==> config.mk <==
export PLATFORM = sky130hd
export DESIGN_NAME = uart_rx_ctrl
export DESIGN_NICKNAME = d
export VERILOG_FILES = /design/src/rtl/uart_rx_ctrl.sv
export SDC_FILE = /design/constraint.sdc
export NUM_CORES = 1
export LEC_CHECK = 0
export BUFFER_PORTS_ARGS = -buffer_cell sky130_fd_sc_hd__buf_2
export CAP_MARGIN = 20
export CORE_ASPECT_RATIO = 1.75
export CORE_MARGIN = 2
export CORE_UTILIZATION = 50
export DETAILED_ROUTE_END_ITERATION = 8
export GPL_TIMING_DRIVEN = 0
export PLACE_DENSITY = 0.72
export SYNTH_ARGS = -nofsm -noshare
export SYNTH_HDL_FRONTEND = slang
export SYNTH_SLANG_ARGS = --single-unit
==> constraint.sdc <==
create_clock -name clk -period 1.6 [get_ports clk]
set_clock_uncertainty 0.1 [all_clocks]
set_input_delay 0.16 -clock clk [delete_from_list [all_inputs] [get_ports clk]]
set_output_delay 0.16 -clock clk [all_outputs]
set_load 0.02 [all_outputs]
==> src/rtl/uart_rx_ctrl.sv <==
// Purpose : UART receive sequencer; start-bit qualification, bit-centre sampling, word delivery with error flags.
// Latency : start_det CLKS_PER_BIT/2 and rx_valid CLKS_PER_BIT/2 + (DATA_BITS+1+P)*CLKS_PER_BIT + 1 cycles after rx_s is first seen low, plus 2 sync cycles from rx_in.
// Backpr. : none; rx_valid is a one-cycle strobe and the consumer must take rx_data/frame_err/parity_err that cycle.
//
// Ports:
//   clk, rst         - system clock, synchronous active-high reset
//   rx_in            - asynchronous serial line, idles high
//   start_det        - pulse when the start bit is confirmed at its mid-point
//   busy             - high from falling-edge detect until the frame is finished
//   rx_data          - last received word, held until the next rx_valid
//   rx_valid         - pulse when rx_data updates
//   frame_err        - with rx_valid: stop bit sampled low
//   parity_err       - with rx_valid: parity mismatch (0 when parity is compiled out)
//
// Build option: define UART_RX_PARITY_CHECK_EN to add a parity bit after the data bits.
module uart_rx_ctrl #(
  parameter int CLKS_PER_BIT = 16,
  parameter int DATA_BITS    = 8,
  parameter bit PARITY_ODD   = 1'b0
) (
  input  logic                 clk,
  input  logic                 rst,
  input  logic                 rx_in,
  output logic                 start_det,
  output logic                 busy,
  output logic [DATA_BITS-1:0] rx_data,
  output logic                 rx_valid,
  output logic                 frame_err,
  output logic                 parity_err
);

  localparam int CW = $clog2(CLKS_PER_BIT);
  localparam int IW = $clog2(DATA_BITS);
  localparam logic [CW-1:0] CNT_HALF = CW'(CLKS_PER_BIT / 2 - 1);
  localparam logic [CW-1:0] CNT_FULL = CW'(CLKS_PER_BIT - 1);
  localparam logic [IW-1:0] IDX_LAST = IW'(DATA_BITS - 1);

  typedef enum logic [2:0] {
    IDLE,
    START,
    DATA,
`ifdef UART_RX_PARITY_CHECK_EN
    PARITY,
`endif
    STOP,
    WAIT_HIGH
  } state_t;

  state_t                state_q, state_d;
  logic                  sync1_q, sync1_d;
  logic                  sync2_q, sync2_d;
  logic [CW-1:0]         cnt_q, cnt_d;
  logic [IW-1:0]         idx_q, idx_d;
  logic [DATA_BITS-1:0]  shift_q, shift_d;
  logic                  stop_q, stop_d;
  // Set for the single cycle between the stop sample and word delivery.
  logic                  done_q, done_d;
  logic                  start_det_q, start_det_d;
  logic                  busy_q, busy_d;
  logic [DATA_BITS-1:0]  rx_data_q, rx_data_d;
  logic                  rx_valid_q, rx_valid_d;
  logic                  frame_err_q, frame_err_d;
  logic                  parity_err_q, parity_err_d;
  logic                  rx_s;

`ifdef UART_RX_PARITY_CHECK_EN
  logic                  par_q, par_d;
`else
  // PARITY_ODD has no meaning without the parity stage.
  logic                  unused_parity_cfg;
  assign unused_parity_cfg = PARITY_ODD;
`endif

  assign rx_s = sync2_q;

  always_comb begin
    sync1_d      = rx_in;
    sync2_d      = sync1_q;
    state_d      = state_q;
    cnt_d        = cnt_q + 1'b1;
    idx_d        = idx_q;
    shift_d      = shift_q;
    stop_d       = stop_q;
    done_d       = 1'b0;
    start_det_d  = 1'b0;
    rx_data_d    = rx_data_q;
    rx_valid_d   = 1'b0;
    frame_err_d  = 1'b0;
    parity_err_d = 1'b0;
`ifdef UART_RX_PARITY_CHECK_EN
    par_d        = par_q;
`endif

    case (state_q)
      IDLE: begin
        cnt_d = '0;
        if (!rx_s) state_d = START;
      end
      START: begin
        if (cnt_q == CNT_HALF) begin
          cnt_d = '0;
          if (rx_s) begin
            // Line went back high before mid-bit: treat as a glitch.
            state_d = IDLE;
          end else begin
            start_det_d = 1'b1;
            idx_d       = '0;
            state_d     = DATA;
          end
        end
      end
      DATA: begin
        if (cnt_q == CNT_FULL) begin
          cnt_d          = '0;
          shift_d[idx_q] = rx_s;
          idx_d          = idx_q + 1'b1;
          if (idx_q == IDX_LAST) begin
`ifdef UART_RX_PARITY_CHECK_EN
            state_d = PARITY;
`else
            state_d = STOP;
`endif
          end
        end
      end
`ifdef UART_RX_PARITY_CHECK_EN
      PARITY: begin
        if (cnt_q == CNT_FULL) begin
          cnt_d   = '0;
          par_d   = rx_s;
          state_d = STOP;
        end
      end
`endif
      STOP: begin
        if (done_q) begin
          cnt_d       = '0;
          rx_data_d   = shift_q;
          rx_valid_d  = 1'b1;
          frame_err_d = !stop_q;
`ifdef UART_RX_PARITY_CHECK_EN
          parity_err_d = ((^shift_q) ^ par_q) != PARITY_ODD;
`endif
          // A low stop bit may be a break; wait for the line to idle before re-arming.
          state_d = stop_q ? IDLE : WAIT_HIGH;
        end else if (cnt_q == CNT_FULL) begin
          cnt_d  = '0;
          stop_d = rx_s;
          done_d = 1'b1;
        end
      end
      WAIT_HIGH: begin
        cnt_d = '0;
        if (rx_s) state_d = IDLE;
      end
      default: begin
        cnt_d   = '0;
        state_d = IDLE;
      end
    endcase

    // busy covers the delivery cycle so the consumer sees busy fall after rx_valid.
    busy_d = (state_d != IDLE) || rx_valid_d;
  end

  always_ff @(posedge clk) begin
    if (rst) begin
      state_q      <= IDLE;
      sync1_q      <= 1'b1;
      sync2_q      <= 1'b1;
      cnt_q        <= '0;
      idx_q        <= '0;
      shift_q      <= '0;
      stop_q       <= 1'b0;
      done_q       <= 1'b0;
      start_det_q  <= 1'b0;
      busy_q       <= 1'b0;
      rx_data_q    <= '0;
      rx_valid_q   <= 1'b0;
      frame_err_q  <= 1'b0;
      parity_err_q <= 1'b0;
`ifdef UART_RX_PARITY_CHECK_EN
      par_q        <= 1'b0;
`endif
    end else begin
      state_q      <= state_d;
      sync1_q      <= sync1_d;
      sync2_q      <= sync2_d;
      cnt_q        <= cnt_d;
      idx_q        <= idx_d;
      shift_q      <= shift_d;
      stop_q       <= stop_d;
      done_q       <= done_d;
      start_det_q  <= start_det_d;
      busy_q       <= busy_d;
      rx_data_q    <= rx_data_d;
      rx_valid_q   <= rx_valid_d;
      frame_err_q  <= frame_err_d;
      parity_err_q <= parity_err_d;
`ifdef UART_RX_PARITY_CHECK_EN
      par_q        <= par_d;
`endif
    end
  end

  assign start_det  = start_det_q;
  assign busy       = busy_q;
  assign rx_data    = rx_data_q;
  assign rx_valid   = rx_valid_q;
  assign frame_err  = frame_err_q;
  assign parity_err = parity_err_q;

endmodule

==> results.ini, run 1 <==
[setup_path]
end_kind=flip-flop
worst_path_max_delay_cell=dfxtp_4
reg2reg_depth=5
startpoint_type=flip-flop
crit_chain=ha_4 -> and4bb_2 -> a22oi_1 -> nor3_1 -> or3_1
r2r_slack_ns=0.05
crit_arrival_ns=1.62
path_max_fanout=5
reg2reg_from=cnt_q[0]
slowest_delay_ns=0.36
worst_ep_required_time_ns=1.67
r2r-end=busy
crit_type=flip-flop to flip-flop

[power]
ir_drop_mv=0.923
p_clk_share_pct=41.6
combinationalPowerShare_pct=4.0
p_int_w=0.00122
swShare_pct=22.0
power_leakage_nw=0.742
switchingPower_w=0.000344
power_density_nw_per_um2=881
seqPwrFrac_pct=54.4

[sta]
rsz0062_at_grt=yes
maxSlewViolCount=0
finalCritPeriodShare_pct=96.6
hold_viol=0
setup_violations=0
timing.fmax_ghz=0.647
period_needed_ns=1.55
tns_ns=0

[yosys]
ys_seq_elements=34
synth_area_per_cell_sq_um=8.95
synth.distinct_cells=32
synth_cells=161
netlist_area_sq_um=1440
synth_warnings=0
yosysSeqAreaShare_pct=47.2
synthesis.nets=167

[detailed_routing]
ant_nets=0
vias=1189
route.detailed.drc=0
via_per_inst=5.43
firstDrtPassIters=4
wirelength_um=3040
wl_per_cell_um=13.9
drt_iter0_markers=30

[floorplan]
fp.dieH_um=75.0
dieArea_sq_um=3340
initial_core_util_pct=53.0
die_width_um=44.6
num_rows=25
fp.coreArea_sq_um=2720
io_pins=16

[cells_and_area]
utilization_pct=65.2
diodes=0
nets=197
layout_commonest_cell=dfxtp_1
final_cell_mix=dfxtp_1 (30), nand2_1 (26), nor2_1 (17)
drive_above_1_share_pct=27.1
syn2layout_area_growth_pct=23.2
fillCellCount=244
fin_cells=219

[clock_network]
cts_buffers=5
root_buffer=clkbuf_8
h-tree-depth=2
cts.sinks=34
cts_buffer_depth=2
cts.reportedPaths.clkPinSlew_ns=0.07
clock_latency_ns=0.29
tritoncts=built

[worst_hold_path]
min_path_cells=3
min_to=cnt_q[0]
hp-start=rst
hold_class=input pin to flip-flop

[flow_run]
cap_viol_max_count=0

[placement]
post-place-cells=202
gp_congestion=0.848
numPortBuffers=14
dpl.hpwl_um=2040

[outcome]
outcome=finished clean

[global_routing]
grt_pass1_vias=1121
antenna_found_initial=0
grt_pass1_wl_um=4970
grt_max_degree=12
grt.total_usage_pct=20.8
grt-ovfl-total=0

cells in the mapped netlist:
cell,n,area (sq um)
dfxtp_1,34,681
nand2_1,26,97.6
nor2_1,17,63.8
a21oi_1,14,70.1
mux2i_1,9,90.1
nand3_1,8,40.0
buf_2,5,25.0
nor2b_1,5,31.3
nand4_1,4,25.0
nor3_1,4,20.0
and2_1,3,18.8
clkbuf_1,3,11.3
ha_1,3,37.5
nand3b_1,3,22.5
and3_1,2,12.5
nand4b_1,2,17.5
or2_2,2,12.5
or3_1,2,12.5
xnor2_1,2,17.5
a22oi_1,1,7.51
a22oi_2,1,12.5
a311oi_1,1,8.76
a41oi_2,1,16.3
and2b_1,1,7.51
and4bb_1,1,12.5
buf_1,1,3.75
buf_4,1,7.51
conb_1,1,3.75
nor3b_2,1,12.5
nor3b_4,1,18.8
nor4b_2,1,15.0
o21ai_2,1,8.76
worst max-delay path, delay by kind of cell (launching register included):
family,cells,cell delay (ns)
AO/OA/AOI/OAI,1,0.13
AND/OR/NAND/NOR,3,0.66
flip-flops,1,0.36
adder cells (fa/ha/maj),1,0.17
flip-flops by register name, summed over array words and instances (netlist names), 3 cells and up:
| signal | count |
|---|---|
| rx_data | 8 |
| shift_q | 8 |
| cnt_q | 4 |
| idx_q | 3 |
| state_q | 3 |
final cells by class:
type,instances,area (sq um),area share [%]
Clock inverter,2,12.5,0.705
Clock buffer,6,82.6,4.65
Buffer,10,56.3,3.17
Multi-Input combinational cell,117,753,42.4
Tap cell,27,33.8,1.90
Sequential cell,34,688,38.8
Timing Repair Buffer,23,149,8.39
per-stage QoR:
step | total power [W] | setup WS (ns) | area (sq um) | hold WS, ns
global placement | 0.000921 | -0.0587 | 1550 | 0.243
detailed placement | 0.000922 | -0.0843 | 1550 | 0.251
CTS | 0.00158 | 0.000527 | 1710 | 0.117
finish | 0.00156 | 0.0539 | 1780 | 0.138
floorplan | 0.000907 | 0.0543 | 1440 | 0.128
global route | 0.00162 | -0.0296 | 1780 | 0.136
layer usage:
metal / vias to the layer above / wire length (um) / global-route usage, %
li1: 608 / - / -
met1: 561 / 1240 / 23.0
met2: 15 / 1650 / 35.7
met3: 5 / 80 / 5.76
met4: 0 / 71 / 10.1
met5: - / 0 / 0
timing repair:
item,in CTS,in global routing
endpoints found under the setup margin,12,24
gates resized for setup,5,15
hold endpoints to repair,2,0
hold buffers,3,0
buffers inserted,3,3
pin swaps,1,2
gates cloned,0,0
power groups by stage:
| stage | clock [W] | combinational (W) | sequential (W) |
|---|---|---|---|
| 6_report | 0.000651 | 0.0000625 | 0.000852 |
| 5_1_grt | 0.000704 | 0.0000676 | 0.000851 |
| 4_1_cts | 0.000674 | 0.0000558 | 0.000853 |
| 3_5_place_dp | 0 | 0.0000496 | 0.000872 |
| 3_3_place_gp | 0 | 0.0000485 | 0.000872 |
| 2_1_floorplan | 0 | 0.0000333 | 0.000874 |
kinds of logic (layout without fill, tap and decap cells):
family                     Yosys count  in the layout  share of synthesized area [%]
DFF                                 34             34                           47.2
adders and majority gates            3              3                           2.60
buffers and inverters               10             41                           3.30
AOI/OAI and AO/OA                   19             19                           8.59
xor gates and xnor gates             2              2                           1.22
other                                1              1                          0.260
muxes                                9              9                           6.25
and+or+nand+nor                     83             83                           30.6
how the worst max path moves through the flow:
stage,startpoint,to,slack (ns)
4_1_cts,cnt_q[0],stop_q,0.0005
3_5_place_dp,cnt_q[0],stop_q,-0.08
3_3_place_gp,cnt_q[0],busy,-0.06
2_1_floorplan,cnt_q[0],busy,0.05
6_report,cnt_q[0],busy,0.05
5_1_grt,cnt_q[0],busy,-0.03
Note: power is estimated with default switching activity, not from simulation.
==> run 2, diff against run 1 <==
--- a/config.mk
+++ b/config.mk
@@ -13,6 +13,7 @@
 export DETAILED_ROUTE_END_ITERATION = 8
 export GPL_TIMING_DRIVEN = 0
 export PLACE_DENSITY = 0.72
+export REMOVE_ABC_BUFFERS = 1
 export SYNTH_ARGS = -nofsm -noshare
 export SYNTH_HDL_FRONTEND = slang
 export SYNTH_SLANG_ARGS = --single-unit
==> results.ini, run 2 (same netlist as run 1, synthesis figures left out) <==
[detailed_routing]
wirelength_um=2940
drt_iter0_markers=21
firstDrtPassIters=4
wl_per_cell_um=14.2
vias=1157
ant_nets=0
via_per_inst=5.59
route.detailed.drc=0

[power]
ir_drop_mv=0.654
power_leakage_nw=0.716
power_density_nw_per_um2=975

[sta]
holdWs_ns=0.220
finalCritPeriodShare_pct=97.2
maxSlewViolCount=0
slew-limit-headroom_pct=65.4
timing.fmax_ghz=0.643
hold_viol=0
worst_pin_slew_ns=0.520
rsz0062_at_grt=yes
period_needed_ns=1.55
setup_violations=0

[cells_and_area]
diodes=0
syn2layout_area_growth_pct=20.4
fin_cells=207
nets=186
fillCellCount=234
layout_commonest_cell=dfxtp_1
multi_input_area_sq_um=758
seq_area_sq_um=693
drive_above_1_share_pct=26.7
final_cell_mix=dfxtp_1 (28), nand2_1 (26), nor2_1 (17)

[global_routing]
grt_pass1_wl_um=4550
grt_pass1_vias=1065
grt_max_degree=32
grt.total_usage_pct=19.1
antenna_found_initial=0
grt-ovfl-total=0

[floorplan]
initial_core_util_pct=53.0
io_pins=16
dieArea_sq_um=3340
fp.dieH_um=75.0
num_rows=25
fp.coreArea_sq_um=2720
die_width_um=44.6

[outcome]
outcome=finished clean

[placement]
gp_congestion=0.839
post-place-cells=192
dpl.hpwl_um=1930
numPortBuffers=14

[clock_network]
cts_buffer_depth=2
cts_buffers=5
cts.sinks=34
root_buffer=clkbuf_8
clock_latency_ns=0.29
h-tree-depth=2
cts.reportedPaths.clkPinSlew_ns=0.07
tritoncts=built

[setup_path]
worst_ep_required_time_ns=1.65
crit_arrival_ns=1.61
crit_type=flip-flop to flip-flop
end_kind=flip-flop
startpoint_type=flip-flop
path_max_fanout=6

[worst_hold_path]
hold_class=input pin to flip-flop

[flow_run]
cap_viol_max_count=0

run 2: cell count changes in the layout (fill, tap and decap cells not counted), sizes merged:
cell | before | now
clkinvlp | 1 | 0
and3 | 2 | 3
buf | 26 | 20
bufinv | 0 | 1
clkinv | 1 | 0
clkbuf | 10 | 6
dlygate4sd3 | 3 | 1
run 2: critical path, cell delays in order (launching register included):
cell      delay [ns]
dfxtp_2         0.34
ha_4            0.18
and4bb_2        0.25
buf_4           0.14
a22oi_2         0.20
nand3b_1        0.15
a21oi_1         0.06
run 2: report_power, final:
part | leakage, nW | internal [W] | switching (W)
sequential | 0.277 | 0.000849 | 0.00000909
clock | 0.0573 | 0.000498 | 0.000299
combinational | 0.381 | 0.0000126 | 0.0000246
run 2: cell type report:
class                   instances  area share [%]
flip-flops and latches         34            39.9
clock inverters                 1            1.73
multi-input cells             118            43.7
well taps                      27            1.95
clock buffers                   6            4.76
repair buffers                 21            7.93
run 2: what timing repair did:
action                     4_1_cts  5_1_grt
hold endpoints to repair         1        0
pin swaps                        1        3
setup buffers                    2        4
hold buffers                     1        0
cloned                           0        1
setup endpoints to repair       21       24
resized for setup                5       12
run 2: per-stage QoR:
stage | util (%) | total power (W) | worst slack [ns] | area, sq um | setup TNS [ns]
after global routing | 63.8 | 0.00174 | -0.0259 | 1740 | -0.0846
after floorplan | - | 0.000895 | -0.0638 | 1390 | -0.0638
after detailed placement | 55.0 | 0.000913 | -0.236 | 1500 | -1.30
after global placement | 55.0 | 0.000912 | -0.231 | 1500 | -0.895
final | 63.8 | 0.00169 | 0.0451 | 1740 | 0
after CTS | 60.5 | 0.00172 | -0.0636 | 1650 | -0.0731
run 2: metal layers:
| metal | up-vias | track usage [%] | routed length, um |
|---|---|---|---|
| met1 | 548 | 18.7 | 1140 |
| met5 | - | 0 | 0 |
| met3 | 7 | 4.56 | 87 |
| li1 | 587 | - | - |
| met2 | 15 | 34.5 | 1620 |
| met4 | 0 | 12.1 | 86 |
run 2: worst paths after layout:
path,from,end,slack (ns),depth (start not counted)
setup / recovery,cnt_q[0],idx_q[2],0.05,6
hold / removal,rst,stop_q,0.22,2
hold reg to reg,sync1_q,rx_s,0.32,1
setup reg to reg,cnt_q[0],idx_q[2],0.05,6
